<file path="config.mk">
export PLATFORM = sky130hd
export DESIGN_NAME = fetch_queue
export DESIGN_NICKNAME = d
export VERILOG_FILES = /design/src/rtl/fetch_queue.sv
export SDC_FILE = /design/constraint.sdc
export NUM_CORES = 1
export LEC_CHECK = 0
export CAP_MARGIN = 10
export CORE_UTILIZATION = 60
export DETAILED_ROUTE_END_ITERATION = 10
export DONT_BUFFER_PORTS = 1
export GPL_TIMING_DRIVEN = 1
export PLACE_DENSITY = 0.76
export SYNTH_ARGS = -nofsm -noshare
export SYNTH_HDL_FRONTEND = slang
export SYNTH_SLANG_ARGS = --single-unit
</file>
<file path="constraint.sdc">
create_clock -name clk -period 21 [get_ports clk]
set_clock_uncertainty 0.1 [all_clocks]
set_input_delay 5.25 -clock clk [delete_from_list [all_inputs] [get_ports clk]]
set_output_delay 5.25 -clock clk [all_outputs]
set_load 0.01 [all_outputs]
</file>
<file path="src/rtl/fetch_queue.sv">
// fetch_queue: instruction-fetch front end. Issues one word-aligned fetch at a
// time from its own fetch address, buffers {pc, word} pairs in a small FIFO,
// and hands the head to decode. A redirect flushes the FIFO, reloads the fetch
// address and discards any response still in flight.
//
// Handshakes:
//   decode side: inst_valid/inst/inst_pc are valid together; a transfer
//   happens on a rising edge where inst_valid && inst_ready are both high.
//   inst_valid never depends on inst_ready.
//   memory side: mem_req/mem_addr are held stable until the edge where
//   mem_ack is sampled high; mem_data is only looked at on that edge.
//   Only one request is ever outstanding.
module fetch_queue #(
  parameter int DEPTH = 4,
  parameter int AW    = 32,
  parameter int DW    = 32
) (
  input  logic                     clk,
  input  logic                     rst,
  input  logic                     redirect,
  input  logic [AW-1:0]            redirect_addr,
  output logic                     mem_req,
  output logic [AW-1:0]            mem_addr,
  input  logic                     mem_ack,
  input  logic [DW-1:0]            mem_data,
  output logic                     inst_valid,
  output logic [DW-1:0]            inst,
  output logic [AW-1:0]            inst_pc,
  input  logic                     inst_ready,
  output logic [$clog2(DEPTH):0]   count,
  output logic [1:0]               dbg_state
);

  localparam int PW = $clog2(DEPTH);
  localparam int CW = PW + 1;

  typedef enum logic [1:0] {
    S_IDLE    = 2'd0,
    S_WAIT    = 2'd1,
    S_DISCARD = 2'd2
  } state_t;

  // Fetch-side state
  state_t          r_state;
  state_t          w_state_next;
  logic [AW-1:0]   r_fetch_pc;
  logic [AW-1:0]   w_fetch_pc_next;
  logic            r_mem_req;
  logic            w_mem_req_next;
  logic [AW-1:0]   r_mem_addr;
  logic [AW-1:0]   w_mem_addr_next;
  logic            w_push;

  // FIFO storage
  logic [AW-1:0]   r_pc_mem   [DEPTH];
  logic [DW-1:0]   r_word_mem [DEPTH];
  logic [PW-1:0]   r_head;
  logic [PW-1:0]   r_tail;
  logic [CW-1:0]   r_count;

  logic            w_pop;
  logic [CW-1:0]   w_count_after_pop;
  logic            w_has_space;
  logic [AW-1:0]   w_redirect_pc;
  logic            w_unused;

  // The low address bits of a redirect target are dropped by design.
  assign w_redirect_pc     = {redirect_addr[AW-1:2], 2'b00};
  assign w_unused          = ^redirect_addr[1:0];

  assign w_pop             = (r_count != '0) && inst_ready;
  assign w_count_after_pop = r_count - {{PW{1'b0}}, w_pop};
  // A slot is reserved at issue time, so the eventual push can never overflow.
  assign w_has_space       = w_count_after_pop < CW'(DEPTH);

  // Next-state logic for the fetch FSM, fetch address and memory request.
  always_comb begin
    w_state_next    = r_state;
    w_fetch_pc_next = r_fetch_pc;
    w_mem_req_next  = r_mem_req;
    w_mem_addr_next = r_mem_addr;
    w_push          = 1'b0;
    case (r_state)
      S_IDLE: begin
        if (redirect) begin
          w_fetch_pc_next = w_redirect_pc;
        end else if (w_has_space) begin
          w_mem_req_next  = 1'b1;
          w_mem_addr_next = r_fetch_pc;
          w_state_next    = S_WAIT;
        end
      end
      S_WAIT: begin
        if (mem_ack) begin
          w_mem_req_next = 1'b0;
          w_state_next   = S_IDLE;
          if (redirect) begin
            w_fetch_pc_next = w_redirect_pc;
          end else begin
            w_push          = 1'b1;
            w_fetch_pc_next = r_fetch_pc + AW'(4);
          end
        end else if (redirect) begin
          // Request stays up; its response will be thrown away.
          w_fetch_pc_next = w_redirect_pc;
          w_state_next    = S_DISCARD;
        end
      end
      S_DISCARD: begin
        if (redirect) begin
          w_fetch_pc_next = w_redirect_pc;
        end
        if (mem_ack) begin
          w_mem_req_next = 1'b0;
          w_state_next   = S_IDLE;
        end
      end
      default: begin
        w_state_next   = S_IDLE;
        w_mem_req_next = 1'b0;
      end
    endcase
  end

  // Fetch FSM state, fetch address and memory request registers.
  always_ff @(posedge clk or posedge rst) begin
    if (rst) begin
      r_state    <= S_IDLE;
      r_fetch_pc <= '0;
      r_mem_req  <= 1'b0;
      r_mem_addr <= '0;
    end else begin
      r_state    <= w_state_next;
      r_fetch_pc <= w_fetch_pc_next;
      r_mem_req  <= w_mem_req_next;
      r_mem_addr <= w_mem_addr_next;
    end
  end

  // FIFO pointers, occupancy and storage; a redirect flush wins over push/pop.
  always_ff @(posedge clk or posedge rst) begin
    if (rst) begin
      r_head  <= '0;
      r_tail  <= '0;
      r_count <= '0;
      for (int i = 0; i < DEPTH; i++) begin
        r_pc_mem[i]   <= '0;
        r_word_mem[i] <= '0;
      end
    end else if (redirect) begin
      r_head  <= '0;
      r_tail  <= '0;
      r_count <= '0;
    end else begin
      if (w_push) begin
        r_pc_mem[r_tail]   <= r_mem_addr;
        r_word_mem[r_tail] <= mem_data;
        r_tail             <= r_tail + PW'(1);
      end
      if (w_pop) begin
        r_head <= r_head + PW'(1);
      end
      case ({w_push, w_pop})
        2'b10:   r_count <= r_count + CW'(1);
        2'b01:   r_count <= r_count - CW'(1);
        default: r_count <= r_count;
      endcase
    end
  end

  assign mem_req    = r_mem_req;
  assign mem_addr   = r_mem_addr;
  assign inst_valid = (r_count != '0);
  assign inst       = r_word_mem[r_head];
  assign inst_pc    = r_pc_mem[r_head];
  assign count      = r_count;
  assign dbg_state  = r_state;

endmodule
</file>
== Word-level counts from Yosys, hierarchy flattened ==
Index checks and enable logic that the tools add are counted.

* Register bits: 330
* Input bits: 69
* Logic and storage cells: 84

* Add/sub/neg operators: 6
* $lt $le $gt $ge: 4
* Equality and inequality tests: 9
* Multiplexer cells: 33
* Bitwise logic cells: 3
* Reduce and logical (&&, ||, !) cells: 14

{| class="wikitable"
|+ Operators with widths
! cell !! number
|-
| bitwise mux 128 bit || 2
|-
| 2-to-1 mux 32 bit || 8
|-
| binary-select mux 32 bit (select 2 bit) || 2
|-
| demux 32 bit (select 2 bit) || 1
|-
| case mux 32 bit (2 select lines) || 1
|-
| adder 32 x 3 -> 32 bit, second input constant || 1
|-
| 2-to-1 mux 2 bit || 9
|-
| greater-or-equal comparator 3 bit, second input constant || 2
|-
| 2-to-1 mux 1 bit || 6
|-
| != test 2 bit, second input constant || 3
|-
| inverter 2 -> 3 bit || 2
|-
| case mux 2 bit (3 select lines) || 1
|-
| case mux 3 bit (2 select lines) || 1
|-
| AND reduction 3 bit || 2
|-
| nonzero test 2 bit || 3
|-
| nonzero test 3 bit || 2
|-
| adder 2 x 1 -> 2 bit, second input constant || 2
|-
| == test 2 x 1 -> 1 bit, second input constant || 2
|-
| == test 2 bit, second input constant || 2
|-
| AND reduction 4 bit || 1
|-
| OR reduction 2 bit || 2
|-
| adder 3 x 1 -> 3 bit, second input constant || 1
|-
| less-than comparator 3 x 1 -> 1 bit, second input constant || 1
|-
| less-than comparator 3 bit, second input constant || 1
|-
| other kinds (10) || 11
|}

== Logic depth before layout (Yosys ltp) ==
* Word-level depth: 7
* Gate-level depth with buffers: 11
* Depth with buffers taken out: 10

== Worst setup path before layout ==
Ideal clock, no wire load.

* Kind: register to output
* Start point: register r_head[0]
* End point: output port inst[0]
* Data arrival time: 1.684 ns
* Data required time: 15.650 ns
* Setup slack: 13.966 ns
* Cell stages (with the launch flop): 4
* Cell sequence: dfrtp_1 -> buf_1 -> buf_2 -> mux4_2

* Cells in the longest elaborated chain, start to end: 4

{| class="wikitable"
|+ RTL lines
! what !! line !! text
|-
| from (decl) || 57 || <nowiki>logic [PW-1:0] r_head;</nowiki>
|-
| from (signal assigned) || 161 || <nowiki>r_head <= r_head + PW'(1);</nowiki>
|-
| inverter 2 -> 3 bit (not written as such) || 174 || <nowiki>assign inst = r_word_mem[r_head];</nowiki>
|-
| binary-select mux 32 bit (select 2 bit) || 174 ||
|-
| 2-to-1 mux 32 bit (not written as such) (2 in a row) || 174 ||
|-
| to (decl) || 27 || <nowiki>output logic [DW-1:0] inst,</nowiki>
|}

No other way between the ends. The select of a mux whose other input is x is not followed.

== Worst setup path in the final report ==
* Start point: register r_head[0]
* End point: output port inst_pc[15]

* Cells in the longest elaborated chain, start to end: 4

{| class="wikitable"
|+ RTL lines
! what !! line !! text
|-
| inverter 2 -> 3 bit (not written as such) || 175 || <nowiki>assign inst_pc = r_pc_mem[r_head];</nowiki>
|-
| binary-select mux 32 bit (select 2 bit) || 175 ||
|-
| 2-to-1 mux 32 bit (not written as such) (2 in a row) || 175 ||
|-
| to (decl) || 28 || <nowiki>output logic [AW-1:0] inst_pc,</nowiki>
|}

No other way between the ends. The select of a mux whose other input is x is not followed.

==> flow_metrics.env <==
export IMPL_setup_violations=0
export IMPL_fmax_mhz=123.1
export IMPL_antenna_cells=0
export IMPL_syn_to_final_growth_pct=8.702
export IMPL_num_vias=8283
export IMPL_totalWireLength_um=29870
export IMPL_drive_above_1_share_pct=43.03
export IMPL_grt_max_degree=99
export IMPL_ant_nets=0
export IMPL_drc_errors=0
export IMPL_r2r_start="dbg_state[0]"
export IMPL_drt_iter0_drc=429
export IMPL_p_switching_w=0.0006786
export IMPL_syn_area_per_cell_um2=15.04
export IMPL_die_w_um=159.1
export IMPL_outcome="complete, no violations"
export IMPL_dp_hpwl_um=17840
export IMPL_hold_depth=1
export IMPL_drv_slew=0
export IMPL_synth_xor_area_share_pct=0.2957
export IMPL_clk_path_buf_depth=3
export IMPL_power_density_mw_per_mm2=134.7
export IMPL_worstPathArrival_ns=2.77
export IMPL_hp_start="r_fetch_pc[1]"
export IMPL_cap_violations=0
export IMPL_rsz0062_at_grt="no"
export IMPL_synth_ff_type="dfrtp_1"
export IMPL_comb_power_share_pct=26.3
export IMPL_via_per_inst=6.304
export IMPL_grt_pass1_wl_um=49470
export IMPL_slew_headroom_pct=27.96
export IMPL_tightestPinTransition_ns=1.081
export IMPL_synthArstFlopShare_pct=100.0
export IMPL_final_hold_viol_count=0
export IMPL_power_w=0.002169
export IMPL_grt_overflow_total=0
export IMPL_die_area_mm2=0.02532
export IMPL_syn_cell_area_mm2=0.01481
export IMPL_leakagePower_nw=7.322
export IMPL_synth_nets=1064
export IMPL_whs_ns=0.3806
export IMPL_seqPwrFrac_pct=47.2
export IMPL_nets=1049
export IMPL_synth_cells=985
export IMPL_dpl_worst_slack_ns=13.06
export IMPL_yosys_area_share_simple_pct=4.790
export IMPL_tns_ns=0
export IMPL_htreeDepth=2
export IMPL_ir_drop_v=0.00008182
export IMPL_path_clk_slew_ns=0.06
export IMPL_synthMuxAreaShare_pct=32.31
export IMPL_fin_ws_ns=12.88
export IMPL_grt_usage_pct=24.71
export IMPL_synth_top_family_by_area="multiplexers"
export IMPL_fp_dieH_um=159.1
export IMPL_fillerInstances=1689
export IMPL_worstSkewPairLatency_ns=0.51
export IMPL_crit_start="r_head[0]"
export IMPL_ys_types=58
export IMPL_port_buffer_count=0
export IMPL_ys_seq_area_share_pct=55.76
export IMPL_fin_crit_sh_pct=38.67
export IMPL_wl_per_cell_um=22.74
export IMPL_ys_ff_latch=330
export IMPL_ys_warn_count=0
export IMPL_cts_tree="yes"
export IMPL_p_sw_share_pct=31.28
export IMPL_cts_sinks=330
export IMPL_grt_pass1_vias=8802
export IMPL_coreArea_mm2=0.02425
export IMPL_synth_fa_ha_area_share_pct=0.8955
export IMPL_synth_compound_area_share_pct=3.751
export IMPL_cts_root_buffer="clkbuf_16"
export IMPL_synth_edf_count=0
export IMPL_gp_congestion=0.8456
export IMPL_r2r_cells=7
export IMPL_post_route_min_period_ns=8.121
export IMPL_critPathLaunchType="flip-flop"
export IMPL_numCtsBuffers=37
export IMPL_start_util_pct=61.08
export IMPL_p_clk_share_pct=26.4
export IMPL_postCtsHoldBufs=0
export IMPL_final_core_util_pct=66.39
export IMPL_crit_type="reg2out"
export IMPL_antenna_found_initial=0
export IMPL_p_int_w=0.001491
export IMPL_cp_max_fo=37
export IMPL_io_pins=172
export IMPL_crit_required_ns=15.65
export IMPL_dr_pass1_iters=4
export IMPL_ctsResizeCount=0
export IMPL_rows=57
export IMPL_min_path_type="reg2reg"
export IMPL_cts_setup_buffers=0
export IMPL_endpoint_kind="primary output"
placed cells by master, fill, tap and decap left out, drive strengths merged, types with 10 or more instances in the layout:
cell / instances
inv: 13
mux2: 289
nand3: 15
mux4: 64
nand2: 21
nor2: 31
clkbuf: 58
nor3: 10
dfrtp: 330
a21oi: 17
o21ai: 11
o22ai: 15
worst max-delay path, cell delays in order (launching register included):
cell and delay [ns]:
dfrtp_4 0.84, buf_4 0.75, mux4_2 0.68
cell type report:
class | instances | area, µm² | area share (%)
sequential | 330 | 8265 | 51.34
clock buffer | 58 | 1055 | 6.552
inverter | 13 | 56.30 | 0.3497
clock inverter | 1 | 7.507 | 0.04663
multi-input combinational | 582 | 6265 | 38.91
timing repair buffer | 6 | 45.04 | 0.2798
tap | 324 | 405.4 | 2.518
worst paths after layout:
kind | slack, ns | endpoint
setup / recovery | 12.88 | inst_pc[15]
hold / removal | 0.38 | r_fetch_pc[1]
setup reg to reg | 18.09 | r_fetch_pc[26]
hold reg to reg | 0.38 | r_fetch_pc[1]
max in group asynchronous | 13.79 | r_head[0]
min in group asynchronous | 4.60 | r_word_mem[25]
Yosys cell counts (all sizes together), types with 5 or more instances:
master  number  area share [%]
nor3        10            0.34
nand4        9            0.57
o21ai       11            0.37
a21oi       17            0.57
and4         5            0.30
mux2       289              22
mux2i        9            0.61
clkbuf      19            0.51
o22ai       15            0.63
or3          5            0.24
ha           9            0.76
o22a         7            0.41
inv         13            0.33
nand3       15            0.51
nor2        31            0.80
mux4        64             9.7
nor4         9            0.67
dfrtp      330              56
and2         5            0.22
nand2       21            0.53
a22oi        8            0.41
buf         41             1.4
cells by family (layout without fill, tap and decap cells):
logic type                 count (synthesis)  count (layout)
adders and majority gates                 10              10
xor gates and xnor gates                   5               5
DFF                                      330             330
muxes                                    362             362
AOI/OAI and AO/OA                         82              82
buffers and inverters                     73              78
and+or+nand+nor                          123             123
power groups by stage:
stage,logic (W),registers [W],clock network (W)
final,0.000572,0.00102,0.000573
after global routing,0.000618,0.00106,0.000612
after CTS,0.000581,0.00103,0.000588
after detailed placement,0.000579,0.00104,0
after global placement,0.000562,0.00103,0
after floorplan,0.000521,0.000948,0
stage by stage:
step	std cells	cell area, µm²
floorplan	985	14810
global placement	1255	15040
detailed placement	1255	15040
CTS	1314	16100
global route	1314	16100
finish	1314	16100
per-layer routing:
layer	up-vias	GRT usage, %	routed length, µm
met5	-	0	0
met4	0	6.774	614
met3	49	6.486	1858
met2	183	40.37	14760
met1	4396	33.05	12640
li1	3655	-	-
registers in the layout, indices dropped and copies added, names as in the netlist:
register,cells
r_fetch_pc,32
mem_req,1
r_word_mem,128
r_head,2
r_pc_mem,128
r_tail,2
dbg_state,2
mem_addr,32
count,3
(Power assumes the default switching activity.)
